**src/rtl/arb_pkg.sv**
```systemverilog
// Shared types and constants for the instruction/data memory arbiter.
package arb_pkg;

  typedef enum logic [1:0] {
    IDLE,
    ISSUE,
    WAIT,
    RESP
  } arb_state_t;

  typedef enum logic {
    PORT_I,
    PORT_D
  } arb_port_t;

  localparam logic [31:0] WORD_MASK = 32'hFFFF_FFFC;

  function automatic logic [31:0] word_align(input logic [31:0] addr);
    return addr & WORD_MASK;
  endfunction

endpackage

```
**src/rtl/mem_arbiter.sv**
```systemverilog
// Merges the cpu fetch and data ports onto a single fixed-latency memory bus,
// one transaction at a time, data first with a bounded streak so fetch always progresses.
module mem_arbiter
  import arb_pkg::*;
#(
  parameter int unsigned MEM_LATENCY  = 1,
  parameter int unsigned MAX_D_STREAK = 4,
  parameter int unsigned DATA_W       = 32
) (
  input  logic              clk,
  input  logic              reset,
  // instruction fetch port
  input  logic              if_req,
  input  logic [31:0]       if_addr,
  output logic              if_ready,
  output logic              if_rvalid,
  output logic [DATA_W-1:0] if_rdata,
  // data port
  input  logic              d_req,
  input  logic              d_we,
  input  logic [31:0]       d_addr,
  input  logic [DATA_W-1:0] d_wdata,
  output logic              d_ready,
  output logic              d_rvalid,
  output logic [DATA_W-1:0] d_rdata,
  // memory bus
  output logic [31:0]       address,
  output logic [DATA_W-1:0] to_memory,
  output logic              write,
  input  logic [DATA_W-1:0] from_memory
);

  localparam int unsigned CntW    = $clog2(MEM_LATENCY + 1);
  localparam int unsigned StreakW = $clog2(MAX_D_STREAK + 1);
  localparam logic [CntW-1:0]    CntLoad   = CntW'(MEM_LATENCY - 1);
  localparam logic [StreakW-1:0] StreakMax = StreakW'(MAX_D_STREAK);

  arb_state_t          state_q, state_d;
  arb_port_t           port_q, port_d;
  logic                we_q, we_d;
  logic [CntW-1:0]     cnt_q, cnt_d;
  logic [StreakW-1:0]  streak_q, streak_d;
  logic [31:0]         address_q, address_d;
  logic [DATA_W-1:0]   to_memory_q, to_memory_d;
  logic                write_q, write_d;
  logic                if_rvalid_q, if_rvalid_d;
  logic [DATA_W-1:0]   if_rdata_q, if_rdata_d;
  logic                d_rvalid_q, d_rvalid_d;
  logic [DATA_W-1:0]   d_rdata_q, d_rdata_d;

  logic grant_i, grant_d, streak_full;

  // Grants are only offered in IDLE; a full streak hands the slot to a waiting fetch.
  always_comb begin
    streak_full = (streak_q == StreakMax);
    grant_d     = 1'b0;
    grant_i     = 1'b0;
    if (reset && (state_q == IDLE)) begin
      grant_d = d_req && !(if_req && streak_full);
      grant_i = if_req && !grant_d;
    end
  end

  always_comb begin
    state_d     = state_q;
    port_d      = port_q;
    we_d        = we_q;
    cnt_d       = cnt_q;
    streak_d    = streak_q;
    address_d   = address_q;
    to_memory_d = to_memory_q;
    write_d     = 1'b0;
    if_rvalid_d = 1'b0;
    d_rvalid_d  = 1'b0;
    if_rdata_d  = if_rdata_q;
    d_rdata_d   = d_rdata_q;

    unique case (state_q)
      IDLE: begin
        if (grant_d) begin
          port_d    = PORT_D;
          we_d      = d_we;
          address_d = word_align(d_addr);
          if (d_we) begin
            to_memory_d = d_wdata;
            write_d     = 1'b1;
          end
          streak_d = !if_req ? '0 : (streak_full ? streak_q : streak_q + 1'b1);
          state_d  = ISSUE;
        end else if (grant_i) begin
          port_d    = PORT_I;
          we_d      = 1'b0;
          address_d = word_align(if_addr);
          streak_d  = '0;
          state_d   = ISSUE;
        end
      end
      ISSUE: begin
        // Writes complete without waiting on the memory.
        if (we_q) begin
          d_rvalid_d = 1'b1;
          d_rdata_d  = '0;
          state_d    = RESP;
        end else begin
          cnt_d   = CntLoad;
          state_d = WAIT;
        end
      end
      WAIT: begin
        if (cnt_q == '0) begin
          if (port_q == PORT_D) begin
            d_rvalid_d = 1'b1;
            d_rdata_d  = from_memory;
          end else begin
            if_rvalid_d = 1'b1;
            if_rdata_d  = from_memory;
          end
          state_d = RESP;
        end else begin
          cnt_d = cnt_q - 1'b1;
        end
      end
      RESP: begin
        state_d = IDLE;
      end
      default: begin
        state_d = IDLE;
      end
    endcase
  end

  always_ff @(posedge clk) begin
    if (!reset) begin
      state_q     <= IDLE;
      port_q      <= PORT_I;
      we_q        <= 1'b0;
      cnt_q       <= '0;
      streak_q    <= '0;
      address_q   <= '0;
      to_memory_q <= '0;
      write_q     <= 1'b0;
      if_rvalid_q <= 1'b0;
      if_rdata_q  <= '0;
      d_rvalid_q  <= 1'b0;
      d_rdata_q   <= '0;
    end else begin
      state_q     <= state_d;
      port_q      <= port_d;
      we_q        <= we_d;
      cnt_q       <= cnt_d;
      streak_q    <= streak_d;
      address_q   <= address_d;
      to_memory_q <= to_memory_d;
      write_q     <= write_d;
      if_rvalid_q <= if_rvalid_d;
      if_rdata_q  <= if_rdata_d;
      d_rvalid_q  <= d_rvalid_d;
      d_rdata_q   <= d_rdata_d;
    end
  end

  assign if_ready  = grant_i;
  assign d_ready   = grant_d;
  assign if_rvalid = if_rvalid_q;
  assign if_rdata  = if_rdata_q;
  assign d_rvalid  = d_rvalid_q;
  assign d_rdata   = d_rdata_q;
  assign address   = address_q;
  assign to_memory = to_memory_q;
  assign write     = write_q;

endmodule

```
**config.mk**
```make
export PLATFORM = sky130hd
export DESIGN_NAME = mem_arbiter
export DESIGN_NICKNAME = d
export VERILOG_FILES = /design/src/rtl/arb_pkg.sv /design/src/rtl/mem_arbiter.sv
export SDC_FILE = /design/constraint.sdc
export NUM_CORES = 1
export LEC_CHECK = 0
export BUFFER_PORTS_ARGS = -buffer_cell sky130_fd_sc_hd__buf_2
export CAP_MARGIN = 10
export CORE_AREA = 2 2 99 149
export DETAILED_ROUTE_END_ITERATION = 8
export DIE_AREA = 0 0 101 151
export PLACE_DENSITY = 0.79
export SYNTH_ARGS = -nofsm -noshare
export SYNTH_HDL_FRONTEND = slang
export SYNTH_SLANG_ARGS = --single-unit
```
**constraint.sdc**
```tcl
create_clock -name clk -period 1.8 [get_ports clk]
set_clock_uncertainty 0.05 [all_clocks]
set_input_delay 0 -clock clk [delete_from_list [all_inputs] [get_ports clk]]
set_output_delay 0 -clock clk [all_outputs]
set_load 0.01 [all_outputs]
```
==> flow_summary.yaml <==
logic_synthesis:
  synth_ff_type: "dfxtp_1"
  ys_ff_latch: 136
  synth_top_cell_by_area: "dfxtp_1"
  avgSynthCellArea_um2: 8.54
  ys.warnings.count: 0
  yosysSeqAreaShare_pct: 47.0
  ys_async_sr_fraction_pct: 0
  syn_inst: 678
  synth_top_area_share_pct: 47.0
  netlist_area_um2: 5790
  synth_area_leaders: "dfxtp_1, a21boi_0, nand2_1"
  synth.distinct_cells: 31
  synth-edff-count: 0
clock_network:
  clk_pin_slew_ns: 0.06
  tritoncts: "yes"
  htree_levels: 4
  clk_latency_ns: 0.41
  cts_made_buffers: 17
  numClockSinks: 136
  cts.root.buffer_cell: "clkbuf_16"
  cts.path.max_buffers: 2
placed_design:
  portBuffers: 259
  place_area_um2: 7290
  dp.cells: 1046
  place_congestion: 0.799
  dp.final_hpwl_mm: 11.4
worst_setup_path:
  start_kind: "flip-flop"
  cp-end-kind: "primary output"
  cp_max_fo: 16
  critical_path_class: "flip-flop to primary output"
  cp_data_required_time_ns: 1.75
  arrival_ns: 1.72
die:
  io_pins: 266
  start_util_pct: 41.6
  die_x_um: 101
  std_cell_rows: 53
  coreArea_um2: 13900
  die_y_um: 151
  die_area_um2: 15300
sta:
  slew_violations: 0
  fin_crit_sh_pct: 98.2
  rsz0062_at_grt: "yes"
  slew_headroom_pct: 63.0
  fmax_mhz: 566
  period_minus_slack_ns: 1.77
  hold_viol: 0
  setup_viol: 0
  worstMarginPinSlew_ns: 0.555
routing:
  drt_iter0_markers: 276
  vias: 6689
  route.detailed.drc: 0
  wl_per_cell_um: 17.2
  dr.pass1.iters: 5
  ant_nets: 0
  routed_wl_mm: 20.8
  via_per_inst: 5.53
power_and_ir_drop:
  switchingPower_mw: 3.72
  p_seq_share_pct: 34.5
  switching_share_pct: 35.3
  p_per_area_nw_per_um2: 1140
  p_clk_share_pct: 31.7
  leakagePower_nw: 4.00
  combPwrFrac_pct: 33.8
  intPower_mw: 6.81
  vdd_drop_max_uv: 699
  design_power_total_mw: 10.5
run:
  max_cap_violations: 0
global_route:
  grt_busiest_layer: "met2"
  grt_pass1_wl_mm: 31.8
  grt_max_degree: 67
  use_met1_pct: 28.5
  grtUsageMet2_pct: 46.2
  first_global_vias: 6656
  grt_antenna_before_repair: 0
  grt_use_total_pct: 26.2
  met3_usage_pct: 5.91
  grt_remaining_overflow: 0
layout:
  syn2layout_area_growth_pct: 59.1
  multi_input_area_um2: 2750
  nNetsFinal: 1171
  num-fill-cells: 1061
  finalInstanceArea_um2: 9210
  drive_gt1_share_pct: 30.9
  final_cell_count_no_fill: 1209
  regArea_um2: 2720
status:
  status: "finished, final reports clean"
hold_path:
  hold_class: "input port to flip-flop"
[stage by stage]
| stage | setup WS [ns] | TNS (ns) | util (%) | hold slack, ns |
|---|---|---|---|---|
| after floorplan | 0.136 | 0 | - | 0.0948 |
| after global placement | 0.147 | 0 | 52.3 | 0.204 |
| after detailed placement | 0.0871 | 0 | 52.3 | 0.213 |
| after CTS | 0.0265 | 0 | 65.9 | 0.319 |
| after global routing | -0.0253 | -0.0485 | 66.1 | 0.350 |
| final | 0.0321 | 0 | 66.2 | 0.340 |
[state kept, by name (all words and copies together) (netlist names)]
signal and cells:
streak_q 3, we_q 1, state_q 2, d_rdata 32
write 1, if_rvalid 1, d_rvalid 1, port_q 1
address 30, if_rdata 32, to_memory 32
[synth_stat cells, types with 3 or more instances]
cell type / n
buf_1: 8
dfxtp_1: 136
nand3_1: 36
ha_1: 6
o31ai_1: 62
o21ai_0: 34
a21boi_0: 94
buf_2: 18
nor2_1: 3
a31oi_1: 30
a21boi_1: 6
inv_1: 6
nand4_1: 36
and3_1: 3
clkbuf_1: 47
nand2_1: 130
and2_1: 3
[critical path, cell delays in order, from the launching register on]
cell and delay, ns:
dfxtp_1 0.32, inv_2 0.11, ha_4 0.20, and3_4 0.21, nand2_2 0.10, buf_12 0.17
inv_1 0.06, buf_2 0.13
[cells in the final DEF (no fill, tap or decap), types with 3 or more instances in the layout]
| master | count |
|---|---|
| nand4_1 | 36 |
| nand3_1 | 35 |
| a31oi_1 | 30 |
| o21ai_0 | 34 |
| ha_1 | 5 |
| buf_4 | 10 |
| a21boi_1 | 6 |
| and2_1 | 3 |
| inv_1 | 4 |
| buf_2 | 258 |
| clkinv_2 | 6 |
| nand2_1 | 129 |
| clkbuf_16 | 17 |
| dlygate4sd3_1 | 128 |
| a21boi_0 | 94 |
| o31ai_1 | 62 |
| nor2_1 | 3 |
| buf_12 | 13 |
| dfxtp_1 | 136 |
[power by group through the flow]
stage | Sequential, mW | Clock, mW | Combinational [mW]
finish | 3.64 | 3.34 | 3.56
floorplan | 3.84 | 0 | 1.69
detailed placement | 3.67 | 0 | 3.19
CTS | 3.62 | 3.39 | 3.52
global route | 3.67 | 3.55 | 3.85
global placement | 3.67 | 0 | 3.17
[area by class of cell]
| cell class | instances | area share, % |
|---|---|---|
| Timing Repair Buffer | 411 | 32.0 |
| Multi-Input combinational cell | 460 | 29.9 |
| Sequential cell | 136 | 29.5 |
| Inverter | 6 | 0.244 |
| Tap cell | 165 | 2.24 |
| Clock inverter | 13 | 1.43 |
| Clock buffer | 17 | 4.62 |
| Antenna cell | 1 | 0.0272 |
[logic make-up (layout without fill, tap and decap cells)]
kind of cell	count (synthesis)	in the layout	synth area share [%]
xor gates and xnor gates	1	1	0.151
other	1	3	0.0647
buffers and inverters	83	447	6.16
muxes	1	1	0.173
AOI/OAI and AO/OA	231	231	27.8
DFF	136	136	47.0
adders and majority gates	6	6	1.30
and+or+nand+nor	219	219	17.3
[path summary, 6_finish.rpt]
check | start | end | slack [ns] | cells past startpoint
max | state_q[0] | d_ready | 0.03 | 7
min | d_wdata[18] | to_memory[18] | 0.34 | 4
min reg2reg | if_rdata[12] | if_rdata[12] | 0.41 | 2
max reg2reg | state_q[0] | to_memory[23] | 0.10 | 6
[metal layers]
metal / routed length, µm / vias up
met4: 966 / 0
met5: 0 / -
li1: - / 3136
met3: 1320 / 86
met1: 7830 / 3101
met2: 10700 / 366
[repair_timing]
action	4_1_cts	5_1_grt
hold endpoints to repair	134	0
endpoints found under the setup margin	2	12
hold buffers	128	0
cloned	1	0
setup buffers	0	3
gates resized for setup	6	2
Note: power is estimated with default switching activity, not from simulation.
